File: config.mk
export PLATFORM = sky130hd
export DESIGN_NAME = alloc_arbiter
export DESIGN_NICKNAME = d
export VERILOG_FILES = /design/src/rtl/alloc_arbiter.sv
export SDC_FILE = /design/constraint.sdc
export NUM_CORES = 1
export LEC_CHECK = 0
export BUFFER_PORTS_ARGS = -buffer_cell sky130_fd_sc_hd__buf_2
export CORE_ASPECT_RATIO = 1.1
export CORE_MARGIN = 3
export CORE_UTILIZATION = 48
export CTS_CLUSTER_DIAMETER = 40
export DETAILED_ROUTE_END_ITERATION = 12
export PLACE_DENSITY = 0.85
export SLEW_MARGIN = 5
export SYNTH_ARGS = -nofsm -noshare
export SYNTH_HDL_FRONTEND = slang
export SYNTH_SLANG_ARGS = --single-unit
File: constraint.sdc
create_clock -name clk -period 2.6 [get_ports clk]
set_clock_uncertainty 0.15 [all_clocks]
set_input_delay 0.13 -clock clk [delete_from_list [all_inputs] [get_ports clk]]
set_output_delay 0.13 -clock clk [all_outputs]
set_load 0.05 [all_outputs]
File: src/rtl/alloc_arbiter.sv
// alloc_arbiter: round-robin arbiter that serialises alloc/free commands from
// N_PORTS requesters onto a single block allocator, with a completion timeout.
//   state | meaning
//   IDLE  | waiting for a request, accepts the round-robin winner
//   ISSUE | one-cycle command strobe to the allocator
//   WAIT  | waiting for mgr_done or timeout
//   RESP  | one-cycle response to the winning port
module alloc_arbiter #(
  parameter int N_PORTS = 4,
  parameter int SIZE_W  = 8,
  parameter int ADDR_W  = 12,
  parameter int TIMEOUT = 64
) (
  input  logic                        clk,
  input  logic                        rst_n,
  input  logic [N_PORTS-1:0]          req_valid,
  input  logic [N_PORTS-1:0]          req_op,
  input  logic [N_PORTS*SIZE_W-1:0]   req_size,
  input  logic [N_PORTS*ADDR_W-1:0]   req_addr,
  output logic [N_PORTS-1:0]          req_ready,
  output logic [N_PORTS-1:0]          rsp_valid,
  output logic [ADDR_W-1:0]           rsp_addr,
  output logic [1:0]                  rsp_status,
  output logic                        mgr_req,
  output logic                        mgr_op,
  output logic [SIZE_W-1:0]           mgr_size,
  output logic [ADDR_W-1:0]           mgr_addr,
  input  logic                        mgr_done,
  input  logic                        mgr_fail,
  input  logic [ADDR_W-1:0]           mgr_rsp_addr,
  output logic                        busy,
  output logic [15:0]                 fail_cnt
);

  localparam int PW = $clog2(N_PORTS);
  localparam int CW = $clog2(TIMEOUT);
  localparam logic [N_PORTS-1:0] ONE = {{(N_PORTS-1){1'b0}}, 1'b1};

  typedef enum logic [1:0] {IDLE, ISSUE, WAIT, RESP} state_t;

  state_t               state;
  logic [PW-1:0]        rr_ptr;
  logic [PW-1:0]        sel;
  logic [CW-1:0]        wcnt;

  logic [N_PORTS-1:0]   rot;
  logic [PW-1:0]        pick;
  logic                 found;
  logic                 accept;
  logic                 pick_op;
  logic [SIZE_W-1:0]    pick_size;
  logic [ADDR_W-1:0]    pick_addr;

  // Rotate valids so bit 0 is the rr_ptr port; the lowest set bit wins.
  always_comb begin
    rot   = N_PORTS'({req_valid, req_valid} >> rr_ptr);
    found = |rot;
    pick  = rr_ptr;
    for (int i = N_PORTS - 1; i >= 0; i--)
      if (rot[i]) pick = PW'((int'(rr_ptr) + i) % N_PORTS);
    pick_op   = 1'b0;
    pick_size = '0;
    pick_addr = '0;
    for (int i = 0; i < N_PORTS; i++)
      if (PW'(i) == pick) begin
        pick_op   = req_op[i];
        pick_size = req_size[i*SIZE_W +: SIZE_W];
        pick_addr = req_addr[i*ADDR_W +: ADDR_W];
      end
  end

  assign accept    = rst_n && (state == IDLE) && found;
  assign req_ready = accept ? (ONE << pick) : '0;

  always_ff @(posedge clk) begin
    if (!rst_n) begin
      state      <= IDLE;
      rr_ptr     <= '0;
      sel        <= '0;
      wcnt       <= '0;
      rsp_valid  <= '0;
      rsp_addr   <= '0;
      rsp_status <= 2'b00;
      mgr_req    <= 1'b0;
      mgr_op     <= 1'b0;
      mgr_size   <= '0;
      mgr_addr   <= '0;
      busy       <= 1'b0;
      fail_cnt   <= 16'd0;
    end else begin
      mgr_req    <= 1'b0;
      rsp_valid  <= '0;
      rsp_addr   <= '0;
      rsp_status <= 2'b00;
      case (state)
        IDLE: begin
          if (found) begin
            sel      <= pick;
            mgr_op   <= pick_op;
            mgr_size <= pick_size;
            mgr_addr <= pick_addr;
            busy     <= 1'b1;
            // zero-size alloc is answered locally, allocator untouched
            if (!pick_op && (pick_size == '0)) begin
              state      <= RESP;
              rsp_valid  <= ONE << pick;
              rsp_status <= 2'b11;
            end else begin
              state   <= ISSUE;
              mgr_req <= 1'b1;
            end
          end
        end
        ISSUE: begin
          wcnt  <= '0;
          state <= WAIT;
        end
        WAIT: begin
          if (mgr_done) begin
            state      <= RESP;
            rsp_valid  <= ONE << sel;
            rsp_status <= mgr_fail ? 2'b01 : 2'b00;
            rsp_addr   <= (!mgr_fail && !mgr_op) ? mgr_rsp_addr : '0;
          end else if (wcnt == CW'(TIMEOUT - 1)) begin
            state      <= RESP;
            rsp_valid  <= ONE << sel;
            rsp_status <= 2'b10;
          end else begin
            wcnt <= wcnt + 1'b1;
          end
        end
        RESP: begin
          if ((rsp_status != 2'b00) && (fail_cnt != 16'hFFFF))
            fail_cnt <= fail_cnt + 16'd1;
          rr_ptr <= (sel == PW'(N_PORTS - 1)) ? '0 : sel + 1'b1;
          busy   <= 1'b0;
          state  <= IDLE;
        end
        default: state <= IDLE;
      endcase
    end
  end

endmodule

==> results.yml <==
power:
  total_power_mw: 2.68
  netSwitchingPower_mw: 0.945
  power.share.clock_pct: 27.2
  combPwrFrac_pct: 29.6
  switching_share_pct: 35.3
  power.leakage_nw: 2.42
  seqPwrFrac_pct: 43.2
  intPower_mw: 1.73
  power_density_nw_per_um2: 532
  vdd_ir_drop_max_mv: 0.313
run:
  maxCapViolCount: 0
timing:
  setup_tns_ns: 0
  drv_slew: 0
  hold_slack_ns: 0.0328
  max_slew_margin_pct: 62.6
  hold_viol_final: 0
  rsz0062_at_grt: "no"
  max_freq_mhz: 404
  finalCriticalPeriod_ns: 2.47
  layout_setup_ws_ns: 0.126
  worst_pin_slew_ns: 0.557
  timing.final.crit_share_pct: 95.1
  setup_violations: 0
yosys:
  synth_flop_cell: "dfxtp_1"
  synth-seq-cells: 69
  syn_area_per_cell_sq_um: 8.21
  syn-cell-area_sq_um: 3790
  ys_types: 58
  synth_cells: 462
  syn_nets: 576
  async_reset_ff_share_pct: 0
  synth_edf_count: 0
  yosysSeqAreaShare_pct: 36.4
  ys_warn_count: 0
hold_path:
  min_delay_path_depth: 5
  holdCritPathClass: "input port to register"
  min_to: "mgr_addr[10]"
  min_from: "req_addr[10]"
clock_tree:
  insertion_delay_ns: 0.33
  cts_root_buf: "clkbuf_8"
  cts.sinks: 69
  htreeDepth: 3
  clk_pin_slew_worst_paths_ns: 0.08
  clk_path_buf_depth: 2
  numCtsBuffers: 9
  cts_tree: "yes"
die:
  die_w_microns: 90.7
  die_h_microns: 99.2
  dieArea_sq_um: 9000
  design.core.area_sq_um: 7560
  initial_core_util_pct: 50.2
  row_count: 33
  io-pin-count: 165
setup_path:
  path_class: "register to output pin"
  crit_path_end_kind: "output pin"
  rrSetupSlack_ns: 0.16
  path_cells: "nand2b_1 -> a21o_1 -> and3_1 -> buf_4 -> nor3_1 -> buf_2"
  slowest_delay_ns: 0.36
  path_delay_family: "simple AND/OR/NAND/NOR gates"
  reg2regPathDepth: 7
  crit_start: "rr_ptr[1]"
  crit_fanout: 7
  startpoint_type: "register"
  r2r_start: "rr_ptr[1]"
  slowest_stage: "dfxtp_1"
  r2r-end: "rsp_valid[2]"
  cp.required_ns: 2.32
  arrival_ns: 2.19
  path_buf_inv: 2
placement:
  gp_congestion: 0.902
  dp_cells: 715
  hpwlAfterDp_microns: 8300
  dpl_cell_area_sq_um: 4710
  port_buffers: 164
  place_ws_ns: 0.197
grt:
  grt_pass1_vias: 3997
  antenna_found_initial: 0
  grtUsageTotal_pct: 24.2
  grt_overflow: 0
  grt_max_degree: 53
  grt_pass1_wl_microns: 17800
detailed_routing:
  dr.pass1.iters: 5
  drtIter0Drc: 161
  vias: 3914
  drt-vias-per-instance: 5.25
  ant_nets: 0
  wirelength_microns: 11000
  wl_per_cell_microns: 14.7
  route.detailed.drc: 0
layout:
  area_growth_pct: 32.7
  fin_util_pct: 66.6
  nets: 749
  fin_area_sq_um: 5030
  diodes: 0
  drive_above_1_share_pct: 33.1
  layout.cells.non_filler: 745
outcome:
  status: "finished clean"
[routing by layer]
layer | vias to the layer above | global-route usage [%] | wire [microns]
met3 | 17 | 6.13 | 864
met2 | 164 | 44.6 | 5610
met5 | - | 0 | 0
met4 | 0 | 10.7 | 244
li1 | 1955 | - | -
met1 | 1778 | 26.1 | 4250
[cell families (layout without fill, tap and decap cells)]
| logic type | after synthesis | in the layout | share of synthesized area [%] |
|---|---|---|---|
| adder cells (fa/ha/maj) | 10 | 10 | 3.30 |
| buffers and inverters | 41 | 219 | 4.75 |
| AND/OR/NAND/NOR | 239 | 239 | 33.3 |
| flip-flops | 69 | 69 | 36.4 |
| multiplexers | 16 | 16 | 4.32 |
| AO/OA/AOI/OAI | 73 | 73 | 14.7 |
| XOR/XNOR | 14 | 14 | 3.23 |
[synth_stat cells (all sizes together), types with 2 or more instances]
| master | n | share of area [%] |
|---|---|---|
| a21oi | 2 | 0.26 |
| and3 | 8 | 1.5 |
| xor2 | 3 | 0.69 |
| o22a | 3 | 0.73 |
| a21o | 3 | 0.59 |
| nor3 | 7 | 0.92 |
| nand4b | 8 | 1.8 |
| nor2 | 9 | 0.89 |
| nand2b | 3 | 0.69 |
| nand4 | 12 | 2.1 |
| and2 | 42 | 7.1 |
| nor2b | 8 | 1.3 |
| o31ai | 8 | 1.7 |
| a22oi | 2 | 0.40 |
| mux2i | 13 | 3.4 |
| a31o | 3 | 0.69 |
| buf | 10 | 1.7 |
| a32o | 2 | 0.53 |
| a21boi | 17 | 3.4 |
| and4 | 2 | 0.53 |
| mux2 | 3 | 0.89 |
| ha | 10 | 3.3 |
| dfxtp | 69 | 36 |
| xnor2 | 11 | 2.5 |
| o21ai | 15 | 2.1 |
| nand3 | 45 | 6.4 |
| clkbuf | 16 | 1.6 |
| o211ai | 8 | 1.6 |
| inv | 15 | 1.5 |
| a221oi | 4 | 1.1 |
| nand2 | 89 | 8.8 |
| or3 | 4 | 0.79 |
[state kept, by name, summed over array words and instances, names as in the netlist, 2 cells and up]
| name | flops |
|---|---|
| mgr_size | 8 |
| wcnt | 6 |
| rsp_status | 2 |
| rsp_addr | 12 |
| sel | 2 |
| rsp_valid | 4 |
| rr_ptr | 2 |
| mgr_addr | 12 |
| fail_cnt | 16 |
| state | 2 |
[worst max path at each step]
stage                     cells after the start  slack, ns      endpoint
final                                         6       0.13  req_ready[2]
after CTS                                     6       0.11  req_ready[2]
after global routing                          6       0.01  req_ready[2]
after global placement                        7       0.31  rsp_valid[3]
after floorplan                               7      -0.23  rsp_valid[3]
after detailed placement                      7       0.20  rsp_valid[2]
[layout by cell type, fill, tap and decap left out, types with 3 or more instances in the layout]
| cell | synthesis | routed |
|---|---|---|
| ha_1 | 10 | 10 |
| nand4b_1 | 8 | 8 |
| a21boi_0 | 8 | 8 |
| a21o_1 | 3 | 3 |
| xnor2_1 | 11 | 11 |
| o21ai_0 | 9 | 9 |
| dlygate4sd3_1 | 0 | 14 |
| buf_2 | 6 | 164 |
| a221oi_2 | 1 | 3 |
| o21ai_1 | 5 | 5 |
| clkinv_2 | 0 | 4 |
| mux2_2 | 3 | 3 |
| and2_1 | 40 | 40 |
| mux2i_1 | 13 | 13 |
| o211ai_1 | 8 | 8 |
| nor2b_1 | 8 | 8 |
| and3_1 | 7 | 7 |
| nand4_1 | 11 | 11 |
| inv_1 | 15 | 15 |
| buf_4 | 1 | 10 |
| nand2_1 | 89 | 89 |
| o31ai_1 | 7 | 7 |
| nor2_1 | 9 | 9 |
| or3_1 | 3 | 3 |
| nor3_1 | 7 | 5 |
| xor2_1 | 3 | 3 |
| dfxtp_1 | 69 | 69 |
| clkbuf_8 | 0 | 9 |
| a21boi_1 | 9 | 9 |
| nand3_1 | 43 | 43 |
[tightest hold or removal path, cell delays in order]
cell and delay [ns]:
buf_2 0.10, nand2_1 0.05, nand3_1 0.06, nand3_1 0.08, a21boi_1 0.05
[layout make-up]
cell class / count / area (sq um)
clock buffer: 11 / 131
clock inverter: 5 / 27.5
tap: 105 / 131
sequential: 69 / 1380
fill: 644 / 2530
inverter: 15 / 56.3
multi-input combinational: 352 / 2270
timing repair buffer: 188 / 1040
[what timing repair did]
action	4_1_cts	5_1_grt
setup endpoints to repair	0	7
hold buffers	14	0
hold endpoints to repair	13	0
gates resized for setup	0	3
buffers inserted	0	0
[power groups by stage]
stage / Clock, mW / Combinational [mW] / Sequential, mW
after floorplan: 0 / 0.361 / 1.36
after global placement: 0 / 0.755 / 1.18
after detailed placement: 0 / 0.770 / 1.18
after CTS: 0.746 / 0.788 / 1.16
after global routing: 0.792 / 0.861 / 1.16
final: 0.729 / 0.791 / 1.16
(Power assumes the default switching activity.)
